==> src/rtl/button_event_decoder_if.sv <==
// button_event_decoder_if: enable/level inputs and event outputs of one button decoder.
interface button_event_decoder_if;
  logic enable;
  logic btn_level;
  logic press_pulse;
  logic release_pulse;
  logic click_pulse;
  logic double_pulse;
  logic long_pulse;
  logic repeat_pulse;
  logic held;
  modport master (
    output enable, btn_level,
    input  press_pulse, release_pulse, click_pulse, double_pulse, long_pulse, repeat_pulse, held
  );
  modport slave (
    input  enable, btn_level,
    output press_pulse, release_pulse, click_pulse, double_pulse, long_pulse, repeat_pulse, held
  );
endinterface

==> src/rtl/button_event_decoder.sv <==
// button_event_decoder: turns a debounced button level into press/release/click/double/long/repeat pulses.
module button_event_decoder #(
  parameter int LONG_CYCLES   = 1000,
  parameter int REPEAT_CYCLES = 200,
  parameter int DCLICK_CYCLES = 300,
  parameter int CNT_W         = 16
) (
  input logic clk,
  input logic reset,
  button_event_decoder_if.slave bus
);
  typedef enum logic [2:0] {WAIT_REL, IDLE, PRESSED, REPEAT, WAIT_DC} state_t;
  localparam logic [CNT_W-1:0] LONG_T = CNT_W'(LONG_CYCLES - 1);
  localparam logic [CNT_W-1:0] REP_T  = CNT_W'(REPEAT_CYCLES - 1);
  localparam logic [CNT_W-1:0] DC_T   = CNT_W'(DCLICK_CYCLES - 1);
  state_t r_state, w_state;
  logic [CNT_W-1:0] r_cnt, w_cnt;
  logic r_sync, r_lvl, r_second, w_second;
  logic [1:0] r_prime;
  logic r_press, r_release, r_click, r_double, r_long, r_repeat, r_held;
  logic w_press, w_release, w_click, w_double, w_long, w_repeat;
  // r_prime holds WAIT_REL until the synchronizer carries a real sample,
  // so a button held through reset is not mistaken for a release.
  always_ff @(posedge clk or posedge reset)
    if (reset) begin
      r_sync  <= 1'b0;
      r_lvl   <= 1'b0;
      r_prime <= 2'b00;
    end else begin
      r_sync  <= bus.btn_level;
      r_lvl   <= r_sync;
      r_prime <= {r_prime[0], 1'b1};
    end
  always_ff @(posedge clk or posedge reset)
    if (reset) begin
      r_state   <= WAIT_REL;
      r_cnt     <= '0;
      r_second  <= 1'b0;
      r_press   <= 1'b0;
      r_release <= 1'b0;
      r_click   <= 1'b0;
      r_double  <= 1'b0;
      r_long    <= 1'b0;
      r_repeat  <= 1'b0;
      r_held    <= 1'b0;
    end else begin
      r_state   <= w_state;
      r_cnt     <= w_cnt;
      r_second  <= w_second;
      r_press   <= w_press;
      r_release <= w_release;
      r_click   <= w_click;
      r_double  <= w_double;
      r_long    <= w_long;
      r_repeat  <= w_repeat;
      r_held    <= w_state == PRESSED || w_state == REPEAT;
    end
  always_comb begin
    w_state   = r_state;
    w_cnt     = r_cnt;
    w_second  = r_second;
    w_press   = 1'b0;
    w_release = 1'b0;
    w_click   = 1'b0;
    w_double  = 1'b0;
    w_long    = 1'b0;
    w_repeat  = 1'b0;
    if (!bus.enable) begin
      w_state  = WAIT_REL;
      w_cnt    = '0;
      w_second = 1'b0;
    end else begin
      case (r_state)
        WAIT_REL: w_state = r_prime[1] && !r_lvl ? IDLE : WAIT_REL;
        IDLE:
          if (r_lvl) begin
            w_state  = PRESSED;
            w_press  = 1'b1;
            w_cnt    = '0;
            w_second = 1'b0;
          end
        PRESSED:
          if (!r_lvl) begin
            w_release = 1'b1;
            w_state   = r_second ? IDLE : WAIT_DC;
            w_cnt     = '0;
          end else if (r_cnt == LONG_T) begin
            w_long  = 1'b1;
            w_state = REPEAT;
            w_cnt   = '0;
          end else
            w_cnt = r_cnt + 1'b1;
        REPEAT:
          if (!r_lvl) begin
            w_release = 1'b1;
            w_state   = IDLE;
            w_cnt     = '0;
          end else if (r_cnt == REP_T) begin
            w_repeat = 1'b1;
            w_cnt    = '0;
          end else
            w_cnt = r_cnt + 1'b1;
        WAIT_DC:
          if (r_lvl) begin
            w_press  = 1'b1;
            w_double = 1'b1;
            w_state  = PRESSED;
            w_second = 1'b1;
            w_cnt    = '0;
          end else if (r_cnt == DC_T) begin
            w_click = 1'b1;
            w_state = IDLE;
            w_cnt   = '0;
          end else
            w_cnt = r_cnt + 1'b1;
        default: w_state = WAIT_REL;
      endcase
    end
  end
  assign bus.press_pulse   = r_press;
  assign bus.release_pulse = r_release;
  assign bus.click_pulse   = r_click;
  assign bus.double_pulse  = r_double;
  assign bus.long_pulse    = r_long;
  assign bus.repeat_pulse  = r_repeat;
  assign bus.held          = r_held;
endmodule
==> src/flat_wrapper.sv <==
// flat-port wrapper written by rule: the top's interface ports become plain ports
module button_event_decoder_flat 
#(
  parameter int LONG_CYCLES   = 1000,
  parameter int REPEAT_CYCLES = 200,
  parameter int DCLICK_CYCLES = 300,
  parameter int CNT_W         = 16
)
  (clk, reset, bus_enable, bus_btn_level, bus_press_pulse, bus_release_pulse, bus_click_pulse, bus_double_pulse, bus_long_pulse, bus_repeat_pulse, bus_held);
  button_event_decoder_if bus_i ();
  input logic clk;
  input logic reset;
  input wire logic [$bits(bus_i.enable)-1:0] bus_enable;
  input wire logic [$bits(bus_i.btn_level)-1:0] bus_btn_level;
  output wire logic [$bits(bus_i.press_pulse)-1:0] bus_press_pulse;
  output wire logic [$bits(bus_i.release_pulse)-1:0] bus_release_pulse;
  output wire logic [$bits(bus_i.click_pulse)-1:0] bus_click_pulse;
  output wire logic [$bits(bus_i.double_pulse)-1:0] bus_double_pulse;
  output wire logic [$bits(bus_i.long_pulse)-1:0] bus_long_pulse;
  output wire logic [$bits(bus_i.repeat_pulse)-1:0] bus_repeat_pulse;
  output wire logic [$bits(bus_i.held)-1:0] bus_held;
  assign bus_i.enable = bus_enable;
  assign bus_i.btn_level = bus_btn_level;
  assign bus_press_pulse = bus_i.press_pulse;
  assign bus_release_pulse = bus_i.release_pulse;
  assign bus_click_pulse = bus_i.click_pulse;
  assign bus_double_pulse = bus_i.double_pulse;
  assign bus_long_pulse = bus_i.long_pulse;
  assign bus_repeat_pulse = bus_i.repeat_pulse;
  assign bus_held = bus_i.held;
  button_event_decoder #(.LONG_CYCLES(LONG_CYCLES), .REPEAT_CYCLES(REPEAT_CYCLES), .DCLICK_CYCLES(DCLICK_CYCLES), .CNT_W(CNT_W)) u_core (.clk(clk), .reset(reset), .bus(bus_i));
endmodule
==> config.mk <==
export PLATFORM = sky130hd
export DESIGN_NAME = button_event_decoder_flat
export DESIGN_NICKNAME = d
export VERILOG_FILES = /design/src/rtl/button_event_decoder_if.sv /design/src/rtl/button_event_decoder.sv /design/src/flat_wrapper.sv
export SDC_FILE = /design/constraint.sdc
export NUM_CORES = 1
export LEC_CHECK = 0
export CAP_MARGIN = 5
export CORE_MARGIN = 2
export CORE_UTILIZATION = 48
export DETAILED_ROUTE_END_ITERATION = 16
export GPL_TIMING_DRIVEN = 0
export PLACE_DENSITY = 0.75
export SLEW_MARGIN = 20
export SYNTH_ARGS = -nofsm -noshare
export SYNTH_HDL_FRONTEND = slang
export SYNTH_SLANG_ARGS = --single-unit
export TNS_END_PERCENT = 50
==> constraint.sdc <==
create_clock -name clk -period 2.55 [get_ports clk]
set_input_delay 0.51 -clock clk [delete_from_list [all_inputs] [get_ports clk]]
set_output_delay 0.51 -clock clk [all_outputs]
set_load 0.01 [all_outputs]
# After elaboration in Yosys (flattened, before gate mapping)
# Index checks and enable logic that the tools add are counted.
# word_totals
elab_cells	78
inputBits	4
out_inout_bits	7
register_bits	31
# classes
n_addsub	1
eq_ne	13
muxes	43
n_reduce_logical	8
# op_table
operator	n
$mux 16	8
$pmux 16 s4	1
$mux 1	24
$mux 3	8
$add 16x1->16 const B	1
$eq 16x10->1 const B	1
$eq 16x8->1 const B	1
$eq 16x9->1 const B	1
$pmux 3 s5	1
$eq 3x2->1 const B	4
$ne 3x2->1 const B	2
$ne 5x1->1 const B	1
$reduce_or 2->1	2
$eq 3x1->1 const B	1
$eq 3x3->1 const B	1
$logic_not 3->1	1
$ne 3x1->1 const B	1
$reduce_and 3->1	1
$pmux 1 s2	1
$reduce_and 2->1	1
$logic_and 1x1->1	1
$logic_not 1->1	1
$logic_or 1x1->1	1

# Depth between registers and ports, before layout
# depth
ltp_word	7
depth_mapped	8
depth_no_buf	6

# Worst setup path after synthesis
# No wires, ideal clock.
# synth_path
path_type	register to register
from	reg u_core.r_cnt[11]
to	reg u_core.r_cnt[2]
t_required_ns	2.422
n_path_buf	1
period_less_slack_ns	2.004
stages_incl_launch_ff	7
slack_ns	0.546
arrival_time_ns	1.876
setup_ns	0.128
cell_sequence	dfrtp_1 or4_4 nor4_4 o22ai_4 nor3_4 buf_6 o32ai_1
# synth_between
elab_chain_cells	5
elab_cells_between_ends	11
cone_classes	eq/ne: 3; mux: 8
# synth_lines
item	line_no	rtl
from (decl)	button_event_decoder.sv:17	logic [CNT_W-1:0] r_cnt, w_cnt;
from (signal assigned)	button_event_decoder.sv:48	r_cnt <= w_cnt;
$eq 16x9->1 (tied with other cells)	button_event_decoder.sv:110	end else if (r_cnt == DC_T) begin
$mux 16 (on tied branches)	button_event_decoder.sv:110, button_event_decoder.sv:87, button_event_decoder.sv:98	
$mux 16 (on tied branches)	button_event_decoder.sv:104, button_event_decoder.sv:83, button_event_decoder.sv:94	
$pmux 16 s4 (*)	button_event_decoder.sv:73	case (r_state)
$mux 16 (*)	button_event_decoder.sv:68	if (!bus.enable) begin
# Mark *: on every way between the ends. The rest lies on a longest branch, timed or not.
# A chain may end at the register's enable or synchronous reset.

# Worst setup path after layout
# Ends and elaborated chain as after synthesis.

==> results by group <==
Logic synthesis
  – Biggest area contributors in the synthesized netlist: sky130_fd_sc_hd__dfrtp_1, sky130_fd_sc_hd__o21ai_0, sky130_fd_sc_hd__nor2_1
  – Number of flip-flops and latches in the synthesized netlist: 31
  – Register area share after synthesis: 47.7%
  – Synth Instances: 165
  – Cell variety after synth: 43
  – Primary FF master, synth: sky130_fd_sc_hd__dfrtp_1
  – Leading cell types by count after synthesis: sky130_fd_sc_hd__dfrtp_1, sky130_fd_sc_hd__nor2_1, sky130_fd_sc_hd__o21ai_0, sky130_fd_sc_hd__nand3_1
  – Area share of the largest cell type after synthesis: 47.7%
  – Cell area after technology mapping: 0.00163 mm^2
  – Synthesized area per cell: 9.86 um^2
  – Total number of yosys warnings: 0
  – Most area-hungry cell type in the Yosys netlist: sky130_fd_sc_hd__dfrtp_1
  – Asr flop ratio synth: 100%
  – Most numerous cell in the Yosys netlist: sky130_fd_sc_hd__dfrtp_1
  – Number of synthesized flops with an enable pin: 0
  – Nets in the synthesized netlist: 170

STA
  – Actual slew at the worst max-slew pin: 0.781 ns
  – Hold violation count in the final report: 0
  – TNS Setup: 0 ns
  – Count of endpoints failing setup in the final report: 0
  – Worst rel slew slack: 47.5%
  – Maximum clock frequency: 452 MHz
  – Number of pins with negative max-slew slack in the final report: 0
  – Unrepaired setup endpoints after global routing: false
  – Portion of the clock cycle consumed by the worst path in the final layout: 86.8%
  – Final period demand of the worst path: 2.21 ns
  – Worst-case clock skew: 0.00695 ns

Clocking
  – Clock Tree Root: sky130_fd_sc_hd__clkbuf_4
  – Clock buffer count from CTS: 5
  – Number of gates given a new drive strength after cts: 0
  – Clk pin slew, worst setup/hold paths: 0.10 ns
  – TritonCTS clock tree: done
  – Number of H-tree levels: 2
  – Number of hold-repair buffers added at the cts stage: 0
  – Clock buffer depth: 2
  – Clock sink count: 31
  – Post-CTS setup-driven buffer insertion count: 0
  – Insertion delay of the later-clocked pin in the worst-skew pair: 0.34 ns

Cells and area
  – Fraction of final layout cells with drive strength greater than 1: 11.5%
  – Final core area utilization: 56.6%
  – # diodes: 0
  – Area growth from synthesis to layout: 14.4%
  – Count of nets after finishing: 186

Floorplan
  – DIE HEIGHT: 62.2 um
  – Number of ports placed on the die boundary: 11
  – Horiz. Die Dim: 62.2 um
  – Row count: 21
  – DIE AREA: 0.00387 mm^2
  – Placeable Area: 0.00328 mm^2
  – Effective utilization at floorplan: 49.5%

Job
  – # Max-Cap Violations: 0

Critical path
  – Cell repeated most along the worst path: sky130_fd_sc_hd__nor4_2
  – Worst Setup Path Type: flop to flop
  – Arrival time at the worst endpoint: 2.44 ns
  – Highest-delay cell along the critical path: sky130_fd_sc_hd__or4_4
  – Critical Path Start Type: flop
  – Type of destination of the critical path: flop
  – Maximum fanout along the worst path: 10
  – Req. time, crit path: 2.78 ns
  – Crit-path cells: or4_4 > nor4_2 > nor4_2 > nor3_4 > buf_6 > o32ai_1
  – Critical Path Max Stage Delay: 0.60 ns

Global routing
  – GRT busiest layer: met2
  – Aggregate global routing overflow: 0
  – Via count of the first global-routing pass: 1,215
  – Met1 capacity usage during global routing: 21.4%
  – Wire length of the first global-routing pass: 5.49 mm
  – Grt met2 use: 30.3%
  – Antenna violations before repair: 0
  – Met3 track utilization from global routing: 5.62%
  – Maximum number of pins on one net before global-route repair: 32
  – All-Layer GR Usage: 18.3%

Routing
  – Total vias in the final route: 1,301
  – Average routed wire per standard cell: 13.4 um
  – Drt first pass iters: 4
  – DRC violations left: 0
  – Iter 0 DRT Violations: 50
  – Total wire length: 3.05 mm
  – Vias per cell: 5.71
  – Post-detailed-route count of antenna-violating nets: 0

Power
  – Cell area power density: 530 mW/mm^2
  – Peak supply drop: 0.307 mV
  – Leakage component of the power: 0.759 nW

Placement
  – Port-buffer cells: 9
  – Final Wtd Congestion: 0.906
  – HPWL Detailed: 2.17 mm

Hold path
  – Class of the tightest hold or removal check: flop to flop

Status
  – Outcome: finished, final reports clean
==> cell usage in the layout, fill, tap and decap left out, types with 3 or more instances in the layout <==
cell | netlist | routed
sky130_fd_sc_hd__dfrtp_1 | 31 | 31
sky130_fd_sc_hd__nor2_1 | 22 | 22
sky130_fd_sc_hd__o21ai_0 | 17 | 17
sky130_fd_sc_hd__clkdlybuf4s50_1 | 0 | 9
sky130_fd_sc_hd__nand3_1 | 8 | 8
sky130_fd_sc_hd__a21oi_1 | 7 | 7
sky130_fd_sc_hd__nand2_1 | 7 | 7
sky130_fd_sc_hd__xor2_1 | 6 | 6
sky130_fd_sc_hd__nand4_1 | 5 | 5
sky130_fd_sc_hd__nor3_1 | 5 | 5
sky130_fd_sc_hd__clkbuf_4 | 0 | 5
sky130_fd_sc_hd__clkbuf_1 | 4 | 4
sky130_fd_sc_hd__nor2b_1 | 4 | 4
sky130_fd_sc_hd__nand2b_1 | 3 | 3
sky130_fd_sc_hd__nand4b_1 | 3 | 3
sky130_fd_sc_hd__and3_1 | 3 | 3
sky130_fd_sc_hd__inv_1 | 4 | 3
==> critical path: cells and delay by family (launching register included) <==
kind	cells	cell delay, ns
buf+inv	1	0.18
compound gates	1	0.09
flops	1	0.43
simple gates	4	1.40
==> layout make-up <==
| type | count | area, um^2 |
|---|---|---|
| inverters | 4 | 15.0 |
| plain buffers | 8 | 47.5 |
| fillers | 301 | 1420 |
| flip-flops and latches | 31 | 776 |
| clock inverters | 2 | 35.0 |
| repair buffers | 9 | 90.1 |
| well taps | 46 | 57.6 |
| clock buffers | 6 | 51.3 |
| multi-input cells | 122 | 788 |
==> final timing paths <==
path                                                endpoint  depth (start not counted)  slack (ns)                         start
hold / removal                        u_core.r_lvl$_DFF_PP0_                          0        0.36       u_core.r_sync$_DFF_PP0_
setup / recovery                 u_core.r_cnt[2]$_DFFE_PP0P_                          6        0.34  u_core.r_cnt[11]$_DFFE_PP0P_
min in group asynchronous  u_core.bus.double_pulse$_DFF_PP0_                          2        0.56                         reset
setup reg to reg                 u_core.r_cnt[2]$_DFFE_PP0P_                          6        0.34  u_core.r_cnt[11]$_DFFE_PP0P_
max in group asynchronous        u_core.r_cnt[8]$_DFFE_PP0P_                          2        1.58                         reset
hold reg to reg                       u_core.r_lvl$_DFF_PP0_                          0        0.36       u_core.r_sync$_DFF_PP0_
==> sequential cells by signal, summed over array words and instances (netlist names) <==
name / flops
u_core.r_lvl: 1
u_core.bus.held: 1
u_core.r_second: 1
u_core.bus.press_pulse: 1
u_core.r_cnt: 16
u_core.bus.long_pulse: 1
u_core.bus.repeat_pulse: 1
u_core.r_state: 3
u_core.r_prime: 2
u_core.bus.double_pulse: 1
u_core.r_sync: 1
u_core.bus.click_pulse: 1
u_core.bus.release_pulse: 1
==> logic make-up after synthesis <==
group,after synthesis,synth area share [%]
AND/OR/NAND/NOR,79,30.5
AO/OA/AOI/OAI,34,13.1
flip-flops,31,47.7
buffers and inverters,12,3.84
XOR/XNOR,6,3.23
adder cells (fa/ha/maj),1,0.769
other,1,0.231
multiplexers,1,0.692
==> power breakdown <==
| group | leakage, nW | total, W | internal (W) | switching, W |
|---|---|---|---|---|
| logic | 0.288 | 0.0000726 | 0.0000276 | 0.0000450 |
| clock network | 0.0482 | 0.000403 | 0.000231 | 0.000171 |
| registers | 0.422 | 0.000512 | 0.000503 | 0.00000872 |
==> metal layers <==
layer | share of wire, % | wire (um)
met5 | 0 | 0
met2 | 51 | 1550
met1 | 41 | 1260
met3 | 5.6 | 170
met4 | 2.2 | 68
==> per-stage QoR <==
step           area [um^2]  power, W  setup WS, ns  std cells  hold slack [ns]
2_1_floorplan         1630  0.000574         0.546        165            0.331
3_3_place_gp          1770  0.000592         0.362        220            0.332
3_5_place_dp          1770  0.000597         0.249        220            0.348
4_1_cts               1860   0.00100         0.322        228            0.371
5_1_grt               1860   0.00104         0.177        228            0.380
6_report              1860  0.000987         0.337        228            0.365
Note: power is estimated with default switching activity, not from simulation.
==> RTL change: new RTL, same settings <==
Make the reset (`reset`) synchronous in 2 clocked blocks.
--- a/src/rtl/button_event_decoder.sv
+++ b/src/rtl/button_event_decoder.sv
@@ -22,5 +22,5 @@
   // r_prime holds WAIT_REL until the synchronizer carries a real sample,
   // so a button held through reset is not mistaken for a release.
-  always_ff @(posedge clk or posedge reset)
+  always_ff @(posedge clk)
     if (reset) begin
       r_sync  <= 1'b0;
@@ -32,5 +32,5 @@
       r_prime <= {r_prime[0], 1'b1};
     end
-  always_ff @(posedge clk or posedge reset)
+  always_ff @(posedge clk)
     if (reset) begin
       r_state   <= WAIT_REL;
Check against the original RTL: differs if reset is asserted again (counterexample within 10 cycles, from zero or initial values and one cycle with reset high); with reset held inactive, the same outputs for 10 cycles.
==> RTL change against the unedited design <==
Sequential cell count did not move. Worst setup slack got worse by 270 ps. Core utilization rose by 1.8 points. Global-route usage rose by 0.67 points. Wire length fell by 5.7%. Worst hold slack improved by 77 ps. Final area fell by 12%. Highest routed layer unchanged. Synthesized area fell by 12%.
Power is not compared: it rests on default switching activity, and its combinational part moved more than twofold at a synthesized area within 25%.
==> RTL change: results (changes against the unedited design) <==
----------------------------------------------------
[Status]
  Result of the run ... finished, final reports clean

[Logic synthesis]
  Mean area per synthesized cell ... 8.80 µm² (-11%)
  Adder-cell area share of the yosys netlist ... 1.74% (+0.97 points)
  Post-synth net total ... 169 (-0.59%)
  Xor/xnor share of the synthesized area ... 9.15% (+5.9 points)
  Cell variety after synth ... 41 (-4.7%)
  Multiplexer share of the synthesized area ... 0% (-0.69 points)
  Sequential fraction of the synthesis area ... 43.2% (-4.4 points)
  Most area-consuming cells after synthesis ... sky130_fd_sc_hd__dfxtp_1 (43%), sky130_fd_sc_hd__xnor2_1 (5.5%), sky130_fd_sc_hd__nor2_1 (5.2%)
  Area fraction in compound gates after synthesis ... 9.42% (-3.7 points)
  Top post-synthesis cells by count ... sky130_fd_sc_hd__dfxtp_1 (31), sky130_fd_sc_hd__nor2_1 (20), sky130_fd_sc_hd__nand2_1 (17)

[Routing]
  Routed length on met1 ... 1290 µm (+2.1%)
  Average detailed-routed wire length per instance ... 13.6 µm (+1.4%)
  Routed length on met3 ... 156 µm (-8.2%)
  Routed wire length on met2 ... 1390 µm (-11%)

[Hold path]
  Terminating pin of the worst hold path ... u_core.r_lvl
  Hold Path Stages ... 1 (+1)

[Critical path]
  Reg2reg start ... u_core.r_cnt[13]
  Longest individual stage delay on the worst path ... 560 ps (-40 ps)
  Data arrival time at the worst-slack endpoint ... 2710 ps (+270 ps)
  Slack of the worst reg-to-reg path ... 60 ps (-270 ps)

[Global route]
  Maximum number of pins on one net before global-route repair ... 11 (-66%)
  Total global routing track utilization ... 19.0% (+0.67 points)
  Routing usage on met1 ... 23.5% (+2.1 points)
  Global Route met3 Usage ... 6.59% (+0.98 points)
  Number of global-route vias before repair ... 1,094 (-10%)

[Layout]
  Final net count ... 187 (+0.54%)
  Multi-input gate share of the layout cell area ... 46.7% (+4.3 points)
  Share of final-layout standard cells stronger than drive strength 1 ... 11.6% (+0.064 points)
  Clock-cell share ... 3.43% (-1.2 points)

[Place]
  Routability Congestion ... 0.810 (-11%)

[Timing]
  Post-route clock skew ... 7.90 ps (+0.950 ps)

----------------------------------------------------
## RTL change: cell count changes in the layout (fill, tap and decap cells not counted), sizes merged, moves of 7 or more
cell | before | now
nand3 | 8 | 1
o21ai | 17 | 4
dfxtp | 0 | 31
xnor2 | 0 | 9
dfrtp | 31 | 0
nand2 | 7 | 17
## RTL change: how the worst max path moves through the flow
stage,slack [ps],start,to,cells after the start
after floorplan,250,u_core.r_cnt[13],u_core.r_cnt[0],6
after global placement,60,u_core.r_cnt[13],u_core.r_cnt[0],6
after detailed placement,40,u_core.r_cnt[13],u_core.r_cnt[14],6
after CTS,40,u_core.r_cnt[13],u_core.r_cnt[14],6
after global routing,-0.1,u_core.r_cnt[13],u_core.r_cnt[12],6
final,60,u_core.r_cnt[13],u_core.r_cnt[13],6
## RTL change: repair_timing
action                                 in CTS  in global routing
setup endpoints to repair                   0                 10
buffers inserted                            0                  1
resized for setup                           0                  1
endpoints found under the hold margin       0                  0
